## src/rtl/hazard_stall_controller.sv

```systemverilog
// ID-stage hazard unit: load-use stalls of configurable length, memory-busy freeze,
// taken-branch flush, and saturating stall/flush performance counters.
module hazard_stall_controller #(
    parameter int REG_AW       = 5,
    parameter int LOAD_LATENCY = 1,
    parameter int ZERO_EXEMPT  = 1,
    parameter int CNT_W        = 16
) (
    input  logic              clk,
    input  logic              reset,
    input  logic              ID_EX_MemRead,
    input  logic [REG_AW-1:0] ID_EX_Register_Rd,
    input  logic [REG_AW-1:0] IF_ID_Register_Rs1,
    input  logic [REG_AW-1:0] IF_ID_Register_Rs2,
    input  logic              IF_ID_Uses_Rs1,
    input  logic              IF_ID_Uses_Rs2,
    input  logic              branch_taken_i,
    input  logic              mem_busy_i,
    output logic              pc_stall_o,
    output logic              if_id_stall_o,
    output logic              id_ex_stall_o,
    output logic              bubble_sel_o,
    output logic              if_id_flush_o,
    output logic              id_ex_flush_o,
    output logic [CNT_W-1:0]  stall_count_o,
    output logic [CNT_W-1:0]  flush_count_o
);

    // state      | meaning
    // IDLE       | no load stall in progress; a hit starts one this cycle
    // LOAD_STALL | extra stall cycles of a multi-cycle load, cnt_q remaining
    typedef enum logic {
        IDLE       = 1'b0,
        LOAD_STALL = 1'b1
    } state_t;

    localparam logic [3:0] RELOAD   = 4'(LOAD_LATENCY - 1);
    localparam bit         MULTI    = (LOAD_LATENCY > 1);
    localparam bit         ZX       = (ZERO_EXEMPT != 0);

    state_t             state_q, state_d;
    logic [3:0]         cnt_q, cnt_d;
    logic [CNT_W-1:0]   stall_cnt_q, stall_cnt_d;
    logic [CNT_W-1:0]   flush_cnt_q, flush_cnt_d;
    logic               hit;
    logic               rd_exempt;

    always_comb begin
        rd_exempt = ZX && (ID_EX_Register_Rd == '0);
        hit = ID_EX_MemRead && !rd_exempt &&
              (((ID_EX_Register_Rd == IF_ID_Register_Rs1) && IF_ID_Uses_Rs1) ||
               ((ID_EX_Register_Rd == IF_ID_Register_Rs2) && IF_ID_Uses_Rs2));
    end

    always_ff @(posedge clk or posedge reset) begin
        if (reset) begin
            state_q     <= IDLE;
            cnt_q       <= '0;
            stall_cnt_q <= '0;
            flush_cnt_q <= '0;
        end else begin
            state_q     <= state_d;
            cnt_q       <= cnt_d;
            stall_cnt_q <= stall_cnt_d;
            flush_cnt_q <= flush_cnt_d;
        end
    end

    always_comb begin
        state_d       = state_q;
        cnt_d         = cnt_q;
        pc_stall_o    = 1'b0;
        if_id_stall_o = 1'b0;
        id_ex_stall_o = 1'b0;
        bubble_sel_o  = 1'b0;
        if_id_flush_o = 1'b0;
        id_ex_flush_o = 1'b0;

        // Outputs are forced low for the whole reset pulse, not just after the edge.
        if (reset) begin
            state_d = IDLE;
            cnt_d   = '0;
        end else if (mem_busy_i) begin
            pc_stall_o    = 1'b1;
            if_id_stall_o = 1'b1;
            id_ex_stall_o = 1'b1;
        end else if (branch_taken_i) begin
            if_id_flush_o = 1'b1;
            id_ex_flush_o = 1'b1;
            state_d       = IDLE;
            cnt_d         = '0;
        end else begin
            unique case (state_q)
                IDLE: begin
                    if (hit) begin
                        pc_stall_o    = 1'b1;
                        if_id_stall_o = 1'b1;
                        bubble_sel_o  = 1'b1;
                        if (MULTI) begin
                            state_d = LOAD_STALL;
                            cnt_d   = RELOAD;
                        end
                    end
                end
                LOAD_STALL: begin
                    pc_stall_o    = 1'b1;
                    if_id_stall_o = 1'b1;
                    bubble_sel_o  = 1'b1;
                    cnt_d         = cnt_q - 4'd1;
                    if (cnt_q == 4'd1) begin
                        state_d = IDLE;
                    end
                end
                default: begin
                    state_d = IDLE;
                    cnt_d   = '0;
                end
            endcase
        end
    end

    always_comb begin
        stall_cnt_d = stall_cnt_q;
        flush_cnt_d = flush_cnt_q;
        if (pc_stall_o && (stall_cnt_q != '1)) begin
            stall_cnt_d = stall_cnt_q + CNT_W'(1);
        end
        if (if_id_flush_o && (flush_cnt_q != '1)) begin
            flush_cnt_d = flush_cnt_q + CNT_W'(1);
        end
    end

    assign stall_count_o = stall_cnt_q;
    assign flush_count_o = flush_cnt_q;

endmodule

```

## config.mk

```make
export PLATFORM = sky130hd
export DESIGN_NAME = hazard_stall_controller
export DESIGN_NICKNAME = d
export VERILOG_FILES = /design/src/rtl/hazard_stall_controller.sv
export SDC_FILE = /design/constraint.sdc
export NUM_CORES = 1
export LEC_CHECK = 0
export CAP_MARGIN = 10
export CORE_MARGIN = 4
export CORE_UTILIZATION = 42
export DETAILED_ROUTE_END_ITERATION = 16
export PLACE_DENSITY = 0.88
export SKIP_LAST_GASP = 1
export SYNTH_ARGS = -nofsm -noshare
export SYNTH_HDL_FRONTEND = slang
export SYNTH_SLANG_ARGS = --single-unit
```

## constraint.sdc

```tcl
create_clock -name clk -period 3.3 [get_ports clk]
set_input_delay 0.99 -clock clk [delete_from_list [all_inputs] [get_ports clk]]
set_output_delay 0.99 -clock clk [all_outputs]
set_load 0.02 [all_outputs]
```

==> flow_summary.json, run 1 <==
{
  "area_growth_pct": 47.2,
  "clockPowerShare": 0.229,
  "syn_area_sq_um": 1930,
  "synth_top_family_by_area": "simple AND/OR/NAND/NOR gates",
  "peakVddDrop_uv": 485,
  "p_int_uw": 880,
  "clk_pin_slew_ns": 0.08,
  "drcViolationCount": 0,
  "power_density_nw_per_um2": 467,
  "cts_tree": "done",
  "io_buffers": 59,
  "initial_utilization": 0.437,
  "die_h_um": 75.8,
  "numCtsBuffers": 5,
  "yosysSeqAreaShare": 0.480,
  "layout-drive-gt1-share": 0.204,
  "ys_ff_latch": 37,
  "gp_congestion": 0.792,
  "ys.flop_type": "dfrtp_1",
  "skew_ns": 0.0118,
  "synth_area_leaders": "dfrtp_1 (48%), xnor2_1 (15%), nand3_1 (4.2%)",
  "fin_ws_ns": 0.0360,
  "slew_headroom": 0.689,
  "fin_util": 0.643,
  "vias": 1671,
  "dp_cells": 309,
  "period_needed_ns": 3.26,
  "clock.fmax_mhz": 306,
  "final_nets": 295,
  "path_class": "in2out",
  "final_cells": 322,
  "clk_latency_ns": 0.28,
  "grt_pass1_vias": 1640,
  "die_width_um": 75.8,
  "drt_iter0_drc": 78,
  "hold_path.class": "reg2reg",
  "cts.htree.levels": 2,
  "postCtsHoldBufs": 0,
  "startpoint_type": "input pin",
  "fin_crit_sh": 0.989,
  "antenna_found_initial": 0,
  "viasPerCell": 5.19,
  "drtAntennaViolNets": 0,
  "crit_path_max_fanout": 3,
  "hold_slack_ns": 0.501,
  "yosys_warnings": 0,
  "place_ws_ns": -0.832,
  "grt_pass1_wl_um": 7380,
  "netlist.area_leader.share": 0.480,
  "synth_nets": 211,
  "power.total_uw": 1330,
  "worst_ep_required_time_ns": 2.31,
  "hpwl_um": 3340,
  "worst_slew_pin_slew_ns": 0.467,
  "yosysTopAreaCell": "dfrtp_1",
  "fillers": 382,
  "yosys.cell_types.count": 35,
  "grt_max_degree": 38,
  "hold_viol": 0,
  "clock-sinks": 37,
  "grt_overflow_total": 0,
  "leakagePower_uw": 0.00125,
  "drt_pass1_iterations": 4,
  "cp-end-kind": "output pin",
  "reg2reg_depth": 9,
  "worstHoldPathCells": 1,
  "synthAdderAreaFrac": 0.0259,
  "synth_edf_count": 0,
  "row_count": 24,
  "cp_data_arrival_time_ns": 2.27,
  "detail_route.wl_per_cell_um": 14.4,
  "post-synth-top-count-cell": "dfrtp_1",
  "core-area_sq_um": 4410,
  "synthMuxAreaShare": 0.0195,
  "synth_area_per_cell_sq_um": 10.4,
  "synthCells": 185,
  "io_pins": 60,
  "drv_slew": 0,
  "yosys.area_share.simple": 0.233,
  "synthArstFlopShare": 1.00,
  "switching_share": 0.336,
  "wirelength_um": 4630,
  "synth_xor_area_frac": 0.168,
  "maxCapViolCount": 0,
  "synth_compound_area_frac": 0.0551,
  "power_frac_seq": 0.461,
  "finalSetupViolCount": 0,
  "cts_root_buffer": "clkbuf_8",
  "yosys-top-cells-count": "dfrtp_1 (37), xnor2_1 (33), nand2_1 (21)",
  "p_sw_uw": 446,
  "antennaDiodeCount": 0,
  "clockBufferDepth": 2,
  "pwr-share-comb": 0.310,
  "outcome": "finished, final reports clean",
  "grt_use_total": 0.167,
  "die-area_sq_um": 5740
}
-- repair_timing --
action                     in CTS  in global routing
gates resized for setup        54                  9
setup endpoints to repair       6                  3
pin swaps                      16                  9
setup buffers                   3                  2
cloned                          0                  0
-- flip-flops by register name, summed over array words and instances, names as in the netlist --
signal and count:
stall_count_o 16, state_q 1, flush_count_o 16, cnt_q 4
-- critical path, cell delays in order --
cell and delay (ns):
buf_2 0.11, buf_4 0.14, xnor2_2 0.15, nand4_1 0.15, o22ai_2 0.22, nor2b_4 0.20, o21ai_4 0.07, nor2_1 0.11
buf_4 0.15
-- final cells by class --
type                            count  area (sq um)  area share
Sequential cell                    37           926       0.326
Timing Repair Buffer               80           719       0.253
Clock buffer                        6          72.6      0.0256
Tap cell                           52          65.1      0.0229
Clock inverter                      2          10.0     0.00352
Inverter                            4          18.8     0.00661
Multi-Input combinational cell    141          1030       0.362
-- power by group through the flow --
stage / sequential (uW) / combinational [uW] / clock [uW]
after CTS: 612 / 412 / 309
after detailed placement: 617 / 412 / 0
after floorplan: 679 / 131 / 0
after global placement: 613 / 399 / 0
final: 612 / 411 / 304
after global routing: 624 / 446 / 331
-- path summary, 6_finish.rpt --
kind | slack, ns | endpoint | start
min in group asynchronous | 1.33 | state_q | reset
setup reg to reg | 1.25 | stall_count_o[4] | stall_count_o[0]
setup / recovery | 0.04 | bubble_sel_o | ID_EX_Register_Rd[2]
max in group asynchronous | 1.63 | stall_count_o[3] | reset
hold reg to reg | 0.50 | cnt_q[3] | cnt_q[3]
hold / removal | 0.50 | cnt_q[3] | cnt_q[3]
-- placed cells by master, fill, tap and decap left out, types with 2 or more instances in the layout --
| master | count |
|---|---|
| a21oi_1 | 5 |
| buf_2 | 3 |
| buf_4 | 22 |
| and4_1 | 5 |
| and3_1 | 7 |
| mux2_2 | 2 |
| xor2_1 | 4 |
| dlygate4sd2_1 | 10 |
| nor2_1 | 6 |
| o21ai_0 | 7 |
| nand2_1 | 19 |
| nand3_1 | 16 |
| nand4_1 | 11 |
| dfrtp_1 | 37 |
| buf_6 | 3 |
| clkbuf_8 | 5 |
| clkdlybuf4s15_1 | 2 |
| xnor2_1 | 31 |
| clkinv_2 | 2 |
| ha_1 | 4 |
| xnor2_2 | 2 |
| clkdlybuf4s50_1 | 38 |
| inv_1 | 3 |
| o21ai_4 | 2 |
| nand2_2 | 2 |
-- through the flow --
stage / setup TNS [ns] / instance area, sq um
final: 0 / 2840
after global routing: -0.0368 / 2840
after CTS: 0 / 2800
after detailed placement: -2.90 / 2690
after global placement: -2.74 / 2690
after floorplan: 0 / 1940
-- cells by family (layout without fill, tap and decap cells) --
family	after synthesis	count (layout)
xor+xnor	37	37
flops	37	37
mux	3	3
fa+ha+maj	4	4
buf+inv	7	92
compound gates	19	19
simple gates	78	78
-- layer usage --
metal | track usage | routed length, um
met1 | 0.219 | 2150
met2 | 0.276 | 2250
met3 | 0.0488 | 210
met4 | 0.0330 | 28
met5 | 0 | 0
No activity file was read; power rests on OpenSTA's default activity.
==> inputs of run 2 (changes only) <==
--- a/config.mk
+++ b/config.mk
@@ -6,8 +6,10 @@
 export NUM_CORES = 1
 export LEC_CHECK = 0
 export CAP_MARGIN = 10
+export CELL_PAD_IN_SITES_DETAIL_PLACEMENT = 1
+export CELL_PAD_IN_SITES_GLOBAL_PLACEMENT = 1
 export CORE_MARGIN = 4
-export CORE_UTILIZATION = 42
+export CORE_UTILIZATION = 32
 export DETAILED_ROUTE_END_ITERATION = 16
 export PLACE_DENSITY = 0.88
 export SKIP_LAST_GASP = 1
==> run 2 against run 1 <==
Compared with the run above:
- cell area is 0.88% higher
- register-to-register slack worse by 0.05 ns
- first-iteration DRC count is 23% lower
- maximum frequency is 0.89% higher
- via count is 2.5% higher
- critical path type unchanged
- largest cell class unchanged
==> flow_summary.json, run 2 (synthesis results as in run 1) <==
{
  "worst_path_max_delay_cell": "or4_4",
  "layout-drive-gt1-share": 0.204,
  "clk_pin_slew_ns": 0.08,
  "power_frac_seq": 0.457,
  "die_width_um": 85.7,
  "p_int_uw": 880,
  "worst_slew_pin_slew_ns": 0.482,
  "detail_route.wl_per_cell_um": 15.1,
  "outcome": "finished, final reports clean",
  "drcViolationCount": 0,
  "startpoint_type": "input pin",
  "max_stage_delay_ns": 0.54,
  "row_count": 28,
  "clock-sinks": 37,
  "leakagePower_uw": 0.00125,
  "path_class": "in2out",
  "path_cells": "buf_2, or4_4, o21ai_4, nor2b_4, o21ai_4, nand2_2, buf_6",
  "grt_overflow_total": 0,
  "final_cell_mix": "clkdlybuf4s50_1 (38), dfrtp_1 (37), xnor2_1 (32), buf_4 (21), nand2_1 (19)",
  "cts_tree": "done",
  "io_buffers": 59,
  "core-area_sq_um": 5890,
  "cp_top_family": "simple AND/OR/NAND/NOR gates",
  "die-area_sq_um": 7340,
  "grt_use_total": 0.151,
  "viasPerCell": 4.96,
  "hold_path.class": "reg2reg",
  "final_common_cell": "clkdlybuf4s50_1",
  "drv_slew": 0,
  "drt_iter0_drc": 60,
  "crit_buf_inv": 2,
  "initial_utilization": 0.328,
  "crit_top_cell": "o21ai_4",
  "clock.fmax_mhz": 309,
  "fillers": 680,
  "rrSetupSlack_ns": 1.20,
  "cts.htree.levels": 2,
  "p_sw_uw": 463,
  "clockBufferDepth": 2,
  "drtAntennaViolNets": 0,
  "vias": 1712,
  "area_growth_pct": 48.5,
  "power_density_nw_per_um2": 469,
  "clockPowerShare": 0.234,
  "drt_pass1_iterations": 4,
  "maxCapViolCount": 0,
  "hpwl_um": 3890,
  "skew_ns": 0.00972,
  "grt_setup_unrepaired": "no",
  "hold_viol": 0,
  "finalSetupViolCount": 0,
  "die_h_um": 85.7,
  "slew_headroom": 0.679,
  "crit_path_max_fanout": 3,
  "grt_pass1_wl_um": 8950,
  "grt_max_degree": 38,
  "numCtsBuffers": 5,
  "antennaDiodeCount": 0,
  "cts_root_buffer": "clkbuf_8",
  "wirelength_um": 5220,
  "peakVddDrop_uv": 448,
  "dpl-instance-area_sq_um": 2720,
  "period_needed_ns": 3.24,
  "worst_ep_required_time_ns": 2.31,
  "antenna_found_initial": 0,
  "final_nets": 295,
  "pwr-share-comb": 0.309,
  "cp-end-kind": "output pin",
  "fin_crit_sh": 0.980,
  "clk_latency_ns": 0.29,
  "cp_data_arrival_time_ns": 2.25,
  "switching_share": 0.345,
  "fin_util": 0.487,
  "final_area_sq_um": 2870,
  "gp_congestion": 0.843,
  "grt_pass1_vias": 1836,
  "io_pins": 60
}
[run 2: cell types whose count changed in the layout (fill, tap and decap cells not counted), sizes merged]
| cell | delta |
|---|---|
| dlygate4sd2 | +2 |
| buf | -1 |
| clkdlybuf4s15 | -1 |
[run 2: final cells by class]
class,instances,area [sq um],area share
well taps,75,93.8,0.0328
clock buffers,6,72.6,0.0253
multi-input cells,141,1020,0.357
clock inverters,2,10.0,0.00349
flip-flops and latches,37,926,0.323
repair buffers,80,721,0.252
inverters,4,18.8,0.00655
[run 2: worst paths after layout]
path                                           to                 start  cells after the start
worst max-delay path                if_id_stall_o  ID_EX_Register_Rd[2]                      7
worst min-delay path            flush_count_o[15]     flush_count_o[15]                      1
worst max register to register   stall_count_o[1]      stall_count_o[0]                      8
worst min register to register  flush_count_o[15]     flush_count_o[15]                      1
max in group asynchronous        flush_count_o[8]                 reset                      3
min in group asynchronous                 state_q                 reset                      3
[run 2: metal layers]
metal	vias up	global-route usage	wire [um]	share of wire
li1	813	-	-	-
met1	870	0.194	2300	0.44
met2	24	0.261	2710	0.52
met3	5	0.0317	175	0.034
met4	0	0.0302	40	0.0077
met5	-	0	0	0
[run 2: power by group through the flow]
| stage | Combinational, uW | Clock, uW | Sequential (uW) |
|---|---|---|---|
| after CTS | 416 | 325 | 613 |
| after global routing | 445 | 345 | 630 |
| after global placement | 402 | 0 | 617 |
| after detailed placement | 416 | 0 | 620 |
| after floorplan | 131 | 0 | 679 |
| final | 415 | 315 | 614 |
[run 2: per-stage QoR]
step                      TNS, ns  setup slack (ns)  cells  power (uW)  hold WS [ns]
after floorplan                 0            0.0350    185         810         0.458
after global placement      -2.69            -0.786    332        1020         0.482
after detailed placement    -2.86            -0.828    332        1040         0.491
after CTS                       0           0.00538    343        1350         0.502
after global routing            0            0.0202    345        1420         0.537
final                           0            0.0646    345        1340         0.490
[run 2: what timing repair did]
item / CTS / global route
endpoints found under the setup margin: 6 / 3
setup buffers: 3 / 2
gates resized for setup: 52 / 8
pin swaps: 14 / 7
cloned: 0 / 0
hold buffers: 0 / 0
